<file path="config.mk">
export PLATFORM = sky130hd
export DESIGN_NAME = stopwatch_up_counter
export DESIGN_NICKNAME = d
export VERILOG_FILES = /design/src/rtl/stopwatch_pkg.sv /design/src/rtl/stopwatch_bcd_digit_counter.sv /design/src/rtl/stopwatch_up_counter.sv
export SDC_FILE = /design/constraint.sdc
export NUM_CORES = 1
export LEC_CHECK = 0
export ABC_AREA = 1
export CORE_MARGIN = 8
export CORE_UTILIZATION = 58
export CTS_CLUSTER_SIZE = 40
export DETAILED_ROUTE_END_ITERATION = 16
export GPL_TIMING_DRIVEN = 0
export PLACE_DENSITY = 0.82
export SYNTH_ARGS = -nofsm -noshare
export SYNTH_HDL_FRONTEND = slang
export SYNTH_SLANG_ARGS = --single-unit
</file>
<file path="constraint.sdc">
create_clock -name clk -period 2 [get_ports clk]
set_input_delay 0.4 -clock clk [delete_from_list [all_inputs] [get_ports clk]]
set_output_delay 0.4 -clock clk [all_outputs]
set_load 0.005 [all_outputs]
</file>
<file path="src/rtl/stopwatch_pkg.sv">
// Shared types and digit limits for the MM:SS count-up stopwatch.
package stopwatch_pkg;

    typedef enum logic [1:0] {
        IDLE,
        RUN,
        PAUSE,
        DONE
    } state_t;

    typedef logic [3:0] bcd_t;

    localparam bcd_t ONES_MAX     = 4'd9;
    localparam bcd_t SEC_TENS_MAX = 4'd5;
    localparam bcd_t MIN_TENS_MAX = 4'd5;

    typedef struct packed {
        bcd_t min_tens;
        bcd_t min_ones;
        bcd_t sec_tens;
        bcd_t sec_ones;
    } mmss_t;

    // True when the count sits at 59:59, the last representable value.
    function automatic logic is_top(input mmss_t v);
        return (v.min_tens == MIN_TENS_MAX) && (v.min_ones == ONES_MAX) &&
               (v.sec_tens == SEC_TENS_MAX) && (v.sec_ones == ONES_MAX);
    endfunction

endpackage

</file>
<file path="src/rtl/stopwatch_bcd_digit_counter.sv">
// One BCD digit that counts 0..MAX and reports a carry on the increment that wraps it.
module bcd_digit_counter
    import stopwatch_pkg::*;
#(
    parameter bcd_t MAX = ONES_MAX
) (
    input  logic clk,
    input  logic reset,
    input  logic clr,
    input  logic inc,
    output bcd_t q,
    output logic carry
);

    always_ff @(posedge clk) begin
        if (reset || clr) begin
            q <= '0;
        end else if (inc) begin
            q <= (q == MAX) ? '0 : q + bcd_t'(1);
        end
    end

    assign carry = inc && (q == MAX);

endmodule

</file>
<file path="src/rtl/stopwatch_up_counter.sv">
// MM:SS count-up stopwatch with prescaler, run/pause/done FSM and BCD display digits.
// Optional lap (display freeze) feature is compiled in by defining STOPWATCH_LAP_EN.
module stopwatch_up_counter
    import stopwatch_pkg::*;
#(
    parameter int TICK_DIV = 50_000_000,
    parameter int WRAP     = 0
) (
    input  logic       clk,
    input  logic       reset,
    input  logic       start_stop,
    input  logic       clear,
    input  logic       lap,
    output logic [3:0] sec_ones,
    output logic [3:0] sec_tens,
    output logic [3:0] min_ones,
    output logic [3:0] min_tens,
    output logic       running,
    output logic       lap_active,
    output logic       overflow
);

    localparam int                PRESC_W    = $clog2(TICK_DIV);
    localparam logic [PRESC_W-1:0] PRESC_LAST = PRESC_W'(TICK_DIV - 1);

    state_t             state;
    logic [PRESC_W-1:0] presc;
    bcd_t               d_sec_ones;
    bcd_t               d_sec_tens;
    bcd_t               d_min_ones;
    bcd_t               d_min_tens;
    mmss_t              live;
    mmss_t              shown;
    logic               tick;
    logic               at_top;
    logic               inc_count;
    logic               c_sec_ones;
    logic               c_sec_tens;
    logic               c_min_ones;
    logic               unused_top_carry;

    assign live   = {d_min_tens, d_min_ones, d_sec_tens, d_sec_ones};
    assign tick   = (state == RUN) && (presc == PRESC_LAST);
    assign at_top = is_top(live);

    // A toggle or clear in the tick cycle swallows the increment; saturating builds never step past 59:59.
    assign inc_count = tick && !start_stop && !clear && ((WRAP != 0) || !at_top);

    bcd_digit_counter #(.MAX(ONES_MAX)) u_sec_ones (
        .clk   (clk),
        .reset (reset),
        .clr   (clear),
        .inc   (inc_count),
        .q     (d_sec_ones),
        .carry (c_sec_ones)
    );

    bcd_digit_counter #(.MAX(SEC_TENS_MAX)) u_sec_tens (
        .clk   (clk),
        .reset (reset),
        .clr   (clear),
        .inc   (c_sec_ones),
        .q     (d_sec_tens),
        .carry (c_sec_tens)
    );

    bcd_digit_counter #(.MAX(ONES_MAX)) u_min_ones (
        .clk   (clk),
        .reset (reset),
        .clr   (clear),
        .inc   (c_sec_tens),
        .q     (d_min_ones),
        .carry (c_min_ones)
    );

    bcd_digit_counter #(.MAX(MIN_TENS_MAX)) u_min_tens (
        .clk   (clk),
        .reset (reset),
        .clr   (clear),
        .inc   (c_min_ones),
        .q     (d_min_tens),
        .carry (unused_top_carry)
    );

    always_ff @(posedge clk) begin
        if (reset || clear) begin
            state    <= IDLE;
            presc    <= '0;
            running  <= 1'b0;
            overflow <= 1'b0;
`ifdef STOPWATCH_LAP_EN
            lap_active <= 1'b0;
`endif
        end else begin
`ifdef STOPWATCH_LAP_EN
            if (lap && ((state == RUN) || (state == PAUSE))) begin
                lap_active <= !lap_active;
            end
`endif
            case (state)
                IDLE: begin
                    if (start_stop) begin
                        state   <= RUN;
                        presc   <= '0;
                        running <= 1'b1;
                    end
                end
                RUN: begin
                    if (start_stop) begin
                        // Pausing freezes the prescaler phase so resume loses no time.
                        state   <= PAUSE;
                        running <= 1'b0;
                        if (tick) begin
                            presc <= '0;
                        end
                    end else if (tick) begin
                        presc <= '0;
                        if (at_top) begin
                            overflow <= 1'b1;
                            if (WRAP == 0) begin
                                state   <= DONE;
                                running <= 1'b0;
`ifdef STOPWATCH_LAP_EN
                                lap_active <= 1'b0;
`endif
                            end
                        end
                    end else begin
                        presc <= presc + PRESC_W'(1);
                    end
                end
                PAUSE: begin
                    if (start_stop) begin
                        state   <= RUN;
                        running <= 1'b1;
                    end
                end
                DONE: begin
                    state <= DONE;
                end
                default: begin
                    state   <= IDLE;
                    running <= 1'b0;
                end
            endcase
        end
    end

`ifdef STOPWATCH_LAP_EN
    mmss_t hold;

    // Snapshot is taken only on the pulse that engages the lap.
    always_ff @(posedge clk) begin
        if (reset || clear) begin
            hold <= '0;
        end else if (lap && !lap_active && ((state == RUN) || (state == PAUSE))) begin
            hold <= live;
        end
    end

    assign shown = lap_active ? hold : live;
`else
    logic unused_lap;

    assign unused_lap = lap;
    assign lap_active = 1'b0;
    assign shown      = live;
`endif

    assign sec_ones = shown.sec_ones;
    assign sec_tens = shown.sec_tens;
    assign min_ones = shown.min_ones;
    assign min_tens = shown.min_tens;

endmodule
</file>
==> impl_metrics.csv, run 1 <==
group,metric,value,unit
outcome,status,"finished, final reports clean",
sta,tightest_slew,0.526,ns
sta,rsz0062_at_grt,"true",
worst_setup_path,reg2reg_depth,12,
global_route,antenna_found_initial,0,
hold_path,min_to,"u_sec_tens.q[0]$_SDFFE_PP0P_",
detailed_routing,totalWireLength,7270,um
global_route,use_met2,0.354,
hold_path,min_path_type,"reg2reg",
logic_synthesis,yosysWarnings,0,
hold_path,min_from,"u_sec_tens.q[0]$_SDFFE_PP0P_",
place,placed_cells,530,
detailed_routing,vias,2948,
finish,insertedDiodeCount,0,
global_route,grt-ovfl-total,0,
place,placed_area,3010,um^2
logic_synthesis,netlist_instances,455,
finish,stdcell_count,545,
detailed_routing,routedWlPerCell,13.3,um
worst_setup_path,reg2reg_to,"presc[9]$_SDFFE_PP0P_",
finish,final_cell_area,3220,um^2
cts,clk_path_buf_depth,2,
sta,finalClockSkew,0.0107,ns
detailed_routing,drc,0,
sta,hold_viol,0,
logic_synthesis,syn-cell-area,2730,um^2
worst_setup_path,max_stage_delay,0.58,ns
finish,final_common_cell,"nand2_1",
floorplanning,ios,24,
cts,cts_max_level,2,
global_route,met1_usage,0.241,
detailed_routing,ant_nets,0,
finish,fin_nets,496,
sta,setup_violations,0,
worst_setup_path,crit_fanout,10,
detailed_routing,vias_per_cell,5.41,
cts,cts_tree,"yes",
logic_synthesis,ys_seq_area_frac,0.337,
global_route,grt_busiest_layer,"met2",
worst_setup_path,reg2reg_slack,0.14,ns
global_route,grt_pass1_wl,12100,um
floorplanning,die_width,84.6,um
floorplanning,dieArea,7160,um^2
logic_synthesis,avgSynthCellArea,6.00,um^2
cts,cts_hold_buf,0,
global_route,grt_max_degree,17,
worst_setup_path,worstSetupPathType,"in2reg",
worst_setup_path,critPathTopFamily,"buffers and inverters",
global_route,grtUsageTotal,0.205,
cts,cts.sinks,46,
global_route,met3_usage,0.0449,
flow_run,maxCapViolCount,0,
worst_setup_path,cp-start-kind,"input port",
power_and_ir_drop,p_per_area,513,nW/um^2
hold_path,whs_path_depth,1,
detailed_routing,first_pass_iters,5,
sta,fin_crit,1.93,ns
cts,path_clk_slew,0.10,ns
finish,drive_above_1_share,0.106,
floorplanning,die_h,84.6,um
logic_synthesis,ys_seq_elements,46,
power_and_ir_drop,ir_worst_vdd,0.000338,V
global_route,grt_pass1_vias,2645,
logic_synthesis,synth_fp_nets,461,
worst_setup_path,crit_required,2.24,ns
finish,final_cell_mix,"nand2_1 (111), nor2_1 (92), inv_1 (59)",
power_and_ir_drop,finalPower,1.65,mW
sta,slew_viol_final,0,
floorplanning,coreArea,4630,um^2
worst_setup_path,worst-path-buf-inv,3,
worst_setup_path,worstPathCellList,"clkdlybuf4s50_1 -> inv_1 -> nor2_1 -> nand2_2 -> nand2_4 -> buf_2 -> nand2_1 -> a21oi_1",
cts,cts_buffers,5,
sta,slew_headroom,0.648,
sta,fmax,519,MHz
logic_synthesis,yosysUniqueCellTypes,33,
place,gp_congestion,0.917,
cts,cts-root-buf,"clkbuf_8",
worst_setup_path,r2r-start,"presc[0]$_SDFFE_PP0P_",
worst_setup_path,cp.arrival,2.17,ns
cts,clock_latency,0.32,ns
detailed_routing,drtIter0Drc,188,
worst_setup_path,endpoint_kind,"flip-flop",
place,io_buffer_count,21,
floorplanning,rows,25,
sta,fin_crit_sh,0.963,
power_and_ir_drop,power.leakage,1.19,nW
place,dp_hpwl,5440,um
floorplanning,start_util,0.590,
worst_setup_path,critPathSlowestCell,"clkdlybuf4s50_1",
finish,syn_to_final_growth,17.7,%
layout make-up:
cell class | count | area, um^2
clock inverter | 3 | 23.8
clock buffer | 5 | 68.8
multi-input combinational | 337 | 1590
sequential | 46 | 925
inverter | 67 | 254
tap | 54 | 67.6
buffer | 6 | 36.3
timing repair buffer | 27 | 255
fill | 410 | 1410
power breakdown:
part           leakage (nW)  switching, mW  total (mW)  internal [mW]
clock                0.0408          0.369       0.620          0.251
combinational         0.776         0.0745       0.108         0.0336
sequential            0.372        0.00258       0.922          0.919
total                  1.19          0.447        1.65           1.20
per-layer routing:
layer,wire length [um],part of all wire
met1,3180,0.44
met2,3590,0.49
met3,346,0.048
met4,148,0.020
met5,0,0
stage by stage:
stage          setup TNS, ns  setup slack [ns]  utilization  hold WS [ns]
6_report                   0            0.0746        0.695         0.485
5_1_grt               -0.102           -0.0428        0.695         0.510
4_1_cts                    0            0.0186        0.676         0.491
3_5_place_dp           -6.65            -0.306        0.650         0.466
3_3_place_gp           -5.99            -0.295        0.650         0.453
2_1_floorplan              0             0.279            -         0.456
sequential cells by signal (all words and copies together), names as in the netlist:
signal	cells
presc	26
u_sec_ones.q	4
overflow	1
state	2
u_min_ones.q	4
u_sec_tens.q	4
u_min_tens.q	4
running	1
cell usage after synthesis (all sizes together):
cell	instances	area [um^2]
nor4	1	6.26
nand4	19	119
a21oi	27	135
nor3b	1	7.51
a22oi	1	7.51
clkbuf	2	7.51
ha	1	12.5
xor2	3	26.3
conb	1	3.75
nor2	100	403
o21ai	16	91.3
nor3	15	80.1
nand2	118	453
buf	4	22.5
clkinv	1	3.75
or2	2	12.5
a21o	1	7.51
dfxtp	46	921
nand3b	1	7.51
o21bai	1	7.51
nand3	26	135
inv	66	248
and3	1	6.26
a211oi	1	7.51
logic make-up (layout without fill, tap and decap cells):
family	count (synthesis)	count (layout)	synth area share
AND/OR/NAND/NOR	284	285	0.450
flip-flops	46	46	0.337
other	1	1	0.00137
AO/OA/AOI/OAI	47	47	0.0939
buffers and inverters	73	108	0.103
XOR/XNOR	3	3	0.00962
adder cells (fa/ha/maj)	1	1	0.00458
worst max path at each step:
stage	start	endpoint	slack, ns	cells after the start
global route	presc[6]$_SDFFE_PP0P_	presc[19]$_SDFFE_PP0P_	-0.04	9
floorplan	presc[0]$_SDFFE_PP0P_	presc[6]$_SDFFE_PP0P_	0.28	11
finish	start_stop	presc[25]$_SDFFE_PP0P_	0.07	8
CTS	clear	presc[23]$_SDFFE_PP0P_	0.02	5
global placement	clear	presc[16]$_SDFFE_PP0P_	-0.30	5
detailed placement	clear	presc[16]$_SDFFE_PP0P_	-0.31	5
timing repair:
item,in CTS,in global routing
pin swaps,1,2
endpoints found under the setup margin,15,44
endpoints found under the hold margin,0,0
resized for setup,5,17
setup buffers,2,4
cloned,0,1
Power figures use the tool's default switching activity.
==> run 2: changes to the inputs <==
Settings changed: CORE_MARGIN 8 to 5, SETUP_SLACK_MARGIN set to 0.15.
==> run 2 against run 1 <==
Against the previous run: sequential power about the same; die area down 14%; sequential share of layout area down 0.89 points; global-route usage up 4.5 points; via count up 3.1%; design area up 4.9%; worst hold slack worse by 0.0037 ns; register-to-register slack better by 0.10 ns; critical path type is now reg2reg.
==> impl_metrics.csv, run 2 (same netlist as run 1, synthesis figures left out) <==
group,metric,value,unit
worst_setup_path,cp.arrival,1.96,ns
floorplanning,start_util,0.586,
place,io_buffer_count,21,
finish,nFillCells,396,
sta,hold_viol,0,
detailed_routing,vias_per_cell,5.55,
finish,max_flop_register,"presc",
finish,stdcell_count,547,
finish,fin_nets,499,
global_route,grt_pass1_vias,2764,
sta,slew_viol_final,0,
detailed_routing,totalWireLength,7410,um
detailed_routing,ant_nets,0,
worst_setup_path,crit_required,2.20,ns
global_route,grt-ovfl-total,0,
sta,fin_crit,1.76,ns
finish,final_cell_mix,"nand2_1 (106), nor2_1 (82), inv_1 (58)",
sta,fin_crit_sh,0.880,
cts,cts_hold_buf,0,
place,gp_congestion,0.943,
global_route,grtUsageTotal,0.250,
detailed_routing,drc,0,
cts,cts_tree,"yes",
global_route,grt_pass1_wl,12500,um
outcome,status,"finished, final reports clean",
sta,finalClockSkew,0.00958,ns
place,placed_area,3010,um^2
finish,syn_to_final_growth,23.5,%
finish,insertedDiodeCount,0,
finish,final_cell_area,3370,um^2
flow_run,maxCapViolCount,0,
worst_setup_path,worstSetupPathType,"reg2reg",
detailed_routing,vias,3038,
floorplanning,die_width,78.6,um
worst_setup_path,crit_fanout,7,
power_and_ir_drop,p_per_area,473,nW/um^2
finish,drive_above_1_share,0.172,
worst_setup_path,endpoint_kind,"flip-flop",
floorplanning,ios,24,
floorplanning,die_h,78.6,um
worst_setup_path,reg2reg_slack,0.24,ns
power_and_ir_drop,ir_worst_vdd,0.000346,V
cts,cts-root-buf,"clkbuf_8",
cts,cts_buffers,5,
floorplanning,rows,25,
cts,path_clk_slew,0.09,ns
place,placed_cells,530,
power_and_ir_drop,finalPower,1.59,mW
floorplanning,dieArea,6180,um^2
cts,cts.sinks,46,
cts,clock_latency,0.30,ns
finish,largest_register_ffs,26,
sta,rsz0062_at_grt,"false",
finish,final_common_cell,"nand2_1",
global_route,grt_max_degree,14,
place,dp_hpwl,5310,um
detailed_routing,routedWlPerCell,13.5,um
power_and_ir_drop,power.leakage,1.28,nW
worst_setup_path,cp-start-kind,"flip-flop",
hold_path,min_path_type,"reg2reg",
sta,fmax,568,MHz
cts,clk_path_buf_depth,2,
sta,slew_headroom,0.660,
detailed_routing,first_pass_iters,5,
floorplanning,coreArea,4660,um^2
global_route,antenna_found_initial,0,
sta,setup_violations,0,
sta,tightest_slew,0.510,ns
detailed_routing,drtIter0Drc,270,
cts,cts_max_level,2,
finish,final_util,0.723,
-- run 2: worst paths after layout --
check	start	endpoint	cells past startpoint
hold reg to reg	u_sec_tens.q[0]$_SDFFE_PP0P_	u_sec_tens.q[0]$_SDFFE_PP0P_	1
setup reg to reg	presc[1]$_SDFFE_PP0P_	presc[18]$_SDFFE_PP0P_	11
setup / recovery	presc[1]$_SDFFE_PP0P_	presc[18]$_SDFFE_PP0P_	11
hold / removal	u_sec_tens.q[0]$_SDFFE_PP0P_	u_sec_tens.q[0]$_SDFFE_PP0P_	1
-- run 2: timing repair --
action | in CTS | in global routing
gates resized for setup | 16 | 52
pin swaps | 5 | 10
endpoints found under the setup margin | 40 | 43
buffers inserted | 8 | 2
-- run 2: area by class of cell --
type | instances | area [um^2] | share of cell area
Timing Repair Buffer | 31 | 295 | 0.0876
Inverter | 67 | 260 | 0.0772
Sequential cell | 46 | 940 | 0.279
Buffer | 6 | 38.8 | 0.0115
Tap cell | 54 | 67.6 | 0.0200
Clock buffer | 6 | 72.6 | 0.0215
Multi-Input combinational cell | 336 | 1690 | 0.501
Clock inverter | 1 | 7.51 | 0.00223
-- run 2: per-layer routing --
| layer | GRT usage | share of wire | wire, um | up-vias |
|---|---|---|---|---|
| met4 | 0.0997 | 0.037 | 273 | 0 |
| met3 | 0.0470 | 0.045 | 336 | 27 |
| met2 | 0.441 | 0.49 | 3670 | 114 |
| met5 | 0 | 0 | 0 | - |
| met1 | 0.295 | 0.42 | 3130 | 1377 |
| li1 | - | - | - | 1520 |
-- run 2: per-stage QoR --
| stage | worst slack (ns) | setup TNS (ns) | hold WS, ns |
|---|---|---|---|
| floorplan | 0.279 | 0 | 0.456 |
| global placement | -0.386 | -7.32 | 0.453 |
| detailed placement | -0.389 | -7.94 | 0.474 |
| CTS | 0.130 | 0 | 0.487 |
| global route | 0.0988 | 0 | 0.500 |
| finish | 0.240 | 0 | 0.481 |
-- run 2: where the power goes --
part	internal, mW	total, mW	switching, mW
Clock	0.240	0.552	0.312
Sequential	0.919	0.921	0.00257
Combinational	0.0375	0.120	0.0829
Total	1.20	1.59	0.398
-- run 2: worst max-delay path, stage by stage (launching register included) --
cell     delay, ns
dfxtp_2       0.36
ha_4          0.14
nand3_2       0.09
inv_2         0.10
nand2_2       0.07
nor2_4        0.15
nand2_4       0.09
nand2_4       0.09
nand2_8       0.10
o21ai_4       0.23
buf_4         0.18
nor2_1        0.05
==> run 3: changes to the inputs <==
Settings changed: SYNTH_HIERARCHICAL set to 1.
==> run 3 against run 2 <==
Against the previous run: the run now ends with setup timing left; combinational power is 27% higher; power grew 2.2%; worst hold slack improved by 0.016 ns; sequential power shrank 0.4%; clock-buffer cell count stayed put; synthesized cell count up 2.9%.
==> impl_metrics.csv, run 3 <==
group,metric,value,unit
outcome,status,"finished with violations",
outcome,violations,"setup timing",
logic_synthesis,synth_fp_nets,474,
detailed_routing,routedWlPerCell,14.6,um
finish,final_cell_mix,"nand2_1 (102), nor2_1 (58), inv_1 (48)",
sta,fin_crit_sh,1.42,
logic_synthesis,netlist_instances,468,
place,placed_cells,556,
cts,cts_buffers,5,
worst_setup_path,crit_required,2.25,ns
finish,stdcell_count,601,
worst_setup_path,cp.arrival,3.08,ns
sta,rsz0062_at_grt,"true",
sta,slew_headroom,0.646,
worst_setup_path,r2r-start,"presc[0]$_SDFFE_PP0P_",
worst_setup_path,reg2reg_depth,26,
power_and_ir_drop,ir_worst_vdd,0.000288,V
logic_synthesis,avgSynthCellArea,6.22,um^2
power_and_ir_drop,power.leakage,1.54,nW
finish,max_flop_register,"presc",
worst_setup_path,critPathTopFamily,"simple AND/OR/NAND/NOR gates",
worst_setup_path,max_stage_delay,0.38,ns
logic_synthesis,yosysWarnings,6,
cts,cts_max_level,2,
floorplanning,coreArea,4790,um^2
cts,cts_tree,"yes",
cts,path_clk_slew,0.08,ns
worst_setup_path,cp-start-kind,"flip-flop",
place,gp_congestion,0.919,
finish,final_common_cell,"nand2_1",
flow_run,maxCapViolCount,0,
finish,insertedDiodeCount,0,
worst_setup_path,worstSetupPathType,"reg2reg",
hold_path,min_path_type,"reg2reg",
sta,fin_ws,-0.832,ns
logic_synthesis,syn-cell-area,2910,um^2
cts,clk_path_buf_depth,2,
power_and_ir_drop,p_per_area,424,nW/um^2
global_route,grt_max_degree,15,
place,dp_hpwl,5580,um
floorplanning,dieArea,6540,um^2
sta,hold_viol,0,
global_route,grtUsageTotal,0.260,
sta,finalClockSkew,0.00472,ns
sta,tightest_slew,0.531,ns
finish,largest_register_ffs,26,
power_and_ir_drop,finalPower,1.63,mW
global_route,grt-ovfl-total,0,
worst_setup_path,reg2reg_to,"u_min_tens/q[1]$_SDFFE_PP0P_",
hold_path,min_from,"overflow$_SDFFE_PP0P_",
worst_setup_path,endpoint_kind,"flip-flop",
finish,drive_above_1_share,0.255,
floorplanning,ios,24,
floorplanning,rows,25,
hold_path,min_to,"overflow$_SDFFE_PP0P_",
sta,fin_crit,2.83,ns
sta,fmax,353,MHz
cts,clock_latency,0.30,ns
worst_setup_path,crit_fanout,4,
worst_setup_path,reg2reg_slack,-0.83,ns
finish,syn_to_final_growth,31.8,%
worst_setup_path,critPathSlowestCell,"dfxtp_4",
sta,fin_setup_tns,-8.91,ns
detailed_routing,totalWireLength,8750,um
global_route,grt_pass1_wl,13300,um
cts,cts.sinks,46,
finish,fin_nets,539,
cts,cts-root-buf,"clkbuf_8",
place,io_buffer_count,21,
global_route,grt_pass1_vias,2863,
sta,setup_violations,16,
worst_setup_path,worst-path-buf-inv,9,
floorplanning,start_util,0.608,
detailed_routing,drtIter0Drc,235,
global_route,antenna_found_initial,0,
finish,final_util,0.802,
detailed_routing,vias_per_cell,5.54,
detailed_routing,ant_nets,0,
detailed_routing,vias,3330,
detailed_routing,first_pass_iters,5,
floorplanning,die_width,80.9,um
place,dpl_worst_slack,-1.09,ns
sta,slew_viol_final,0,
cts,cts_hold_buf,0,
detailed_routing,drc,0,
floorplanning,die_h,80.9,um
hold_path,whs_path_depth,1,
run 3: metrics by stage:
stage / hold slack, ns / cell area (um^2)
2_1_floorplan: 0.450 / 2960
3_3_place_gp: 0.465 / 3250
3_5_place_dp: 0.472 / 3250
4_1_cts: 0.492 / 3490
5_1_grt: 0.508 / 3840
6_report: 0.497 / 3840
run 3: worst max path at each step:
stage                          start                           end  depth (start not counted)
2_1_floorplan  presc[1]$_SDFFE_PP0P_  u_min_tens/q[3]$_SDFFE_PP0P_                         26
3_3_place_gp   presc[0]$_SDFFE_PP0P_  u_min_tens/q[3]$_SDFFE_PP0P_                         26
3_5_place_dp   presc[0]$_SDFFE_PP0P_  u_min_tens/q[3]$_SDFFE_PP0P_                         26
4_1_cts        presc[0]$_SDFFE_PP0P_  u_min_tens/q[3]$_SDFFE_PP0P_                         26
5_1_grt        presc[0]$_SDFFE_PP0P_  u_min_tens/q[2]$_SDFFE_PP0P_                         27
6_report       presc[0]$_SDFFE_PP0P_  u_min_tens/q[1]$_SDFFE_PP0P_                         26
run 3: cell type report:
cell class,instances,area (um^2)
Sequential cell,46,928
Clock buffer,6,72.6
Inverter,63,246
Fill cell,345,948
Clock inverter,2,10.0
Multi-Input combinational cell,348,1880
Timing Repair Buffer,58,543
Tap cell,67,83.8
Buffer,11,70.1
run 3: repair_timing:
item,CTS,global route
setup endpoints to repair,18,39
gates resized for setup,14,47
pin swaps,11,15
setup buffers,15,20
gates cloned,0,2
run 3: where the power goes:
part           internal, mW  total, mW  switching, mW  leakage, nW
sequential            0.915      0.917        0.00237        0.372
clock                 0.243      0.559          0.316       0.0450
combinational        0.0575      0.152         0.0948         1.12
run 3: layer usage:
layer	vias to the layer above	GRT usage	wire length, um	part of all wire
li1	1637	-	-	-
met5	-	0	0	0
met2	155	0.447	4300	0.49
met1	1505	0.309	3490	0.40
met3	33	0.0443	586	0.067
met4	0	0.139	373	0.043
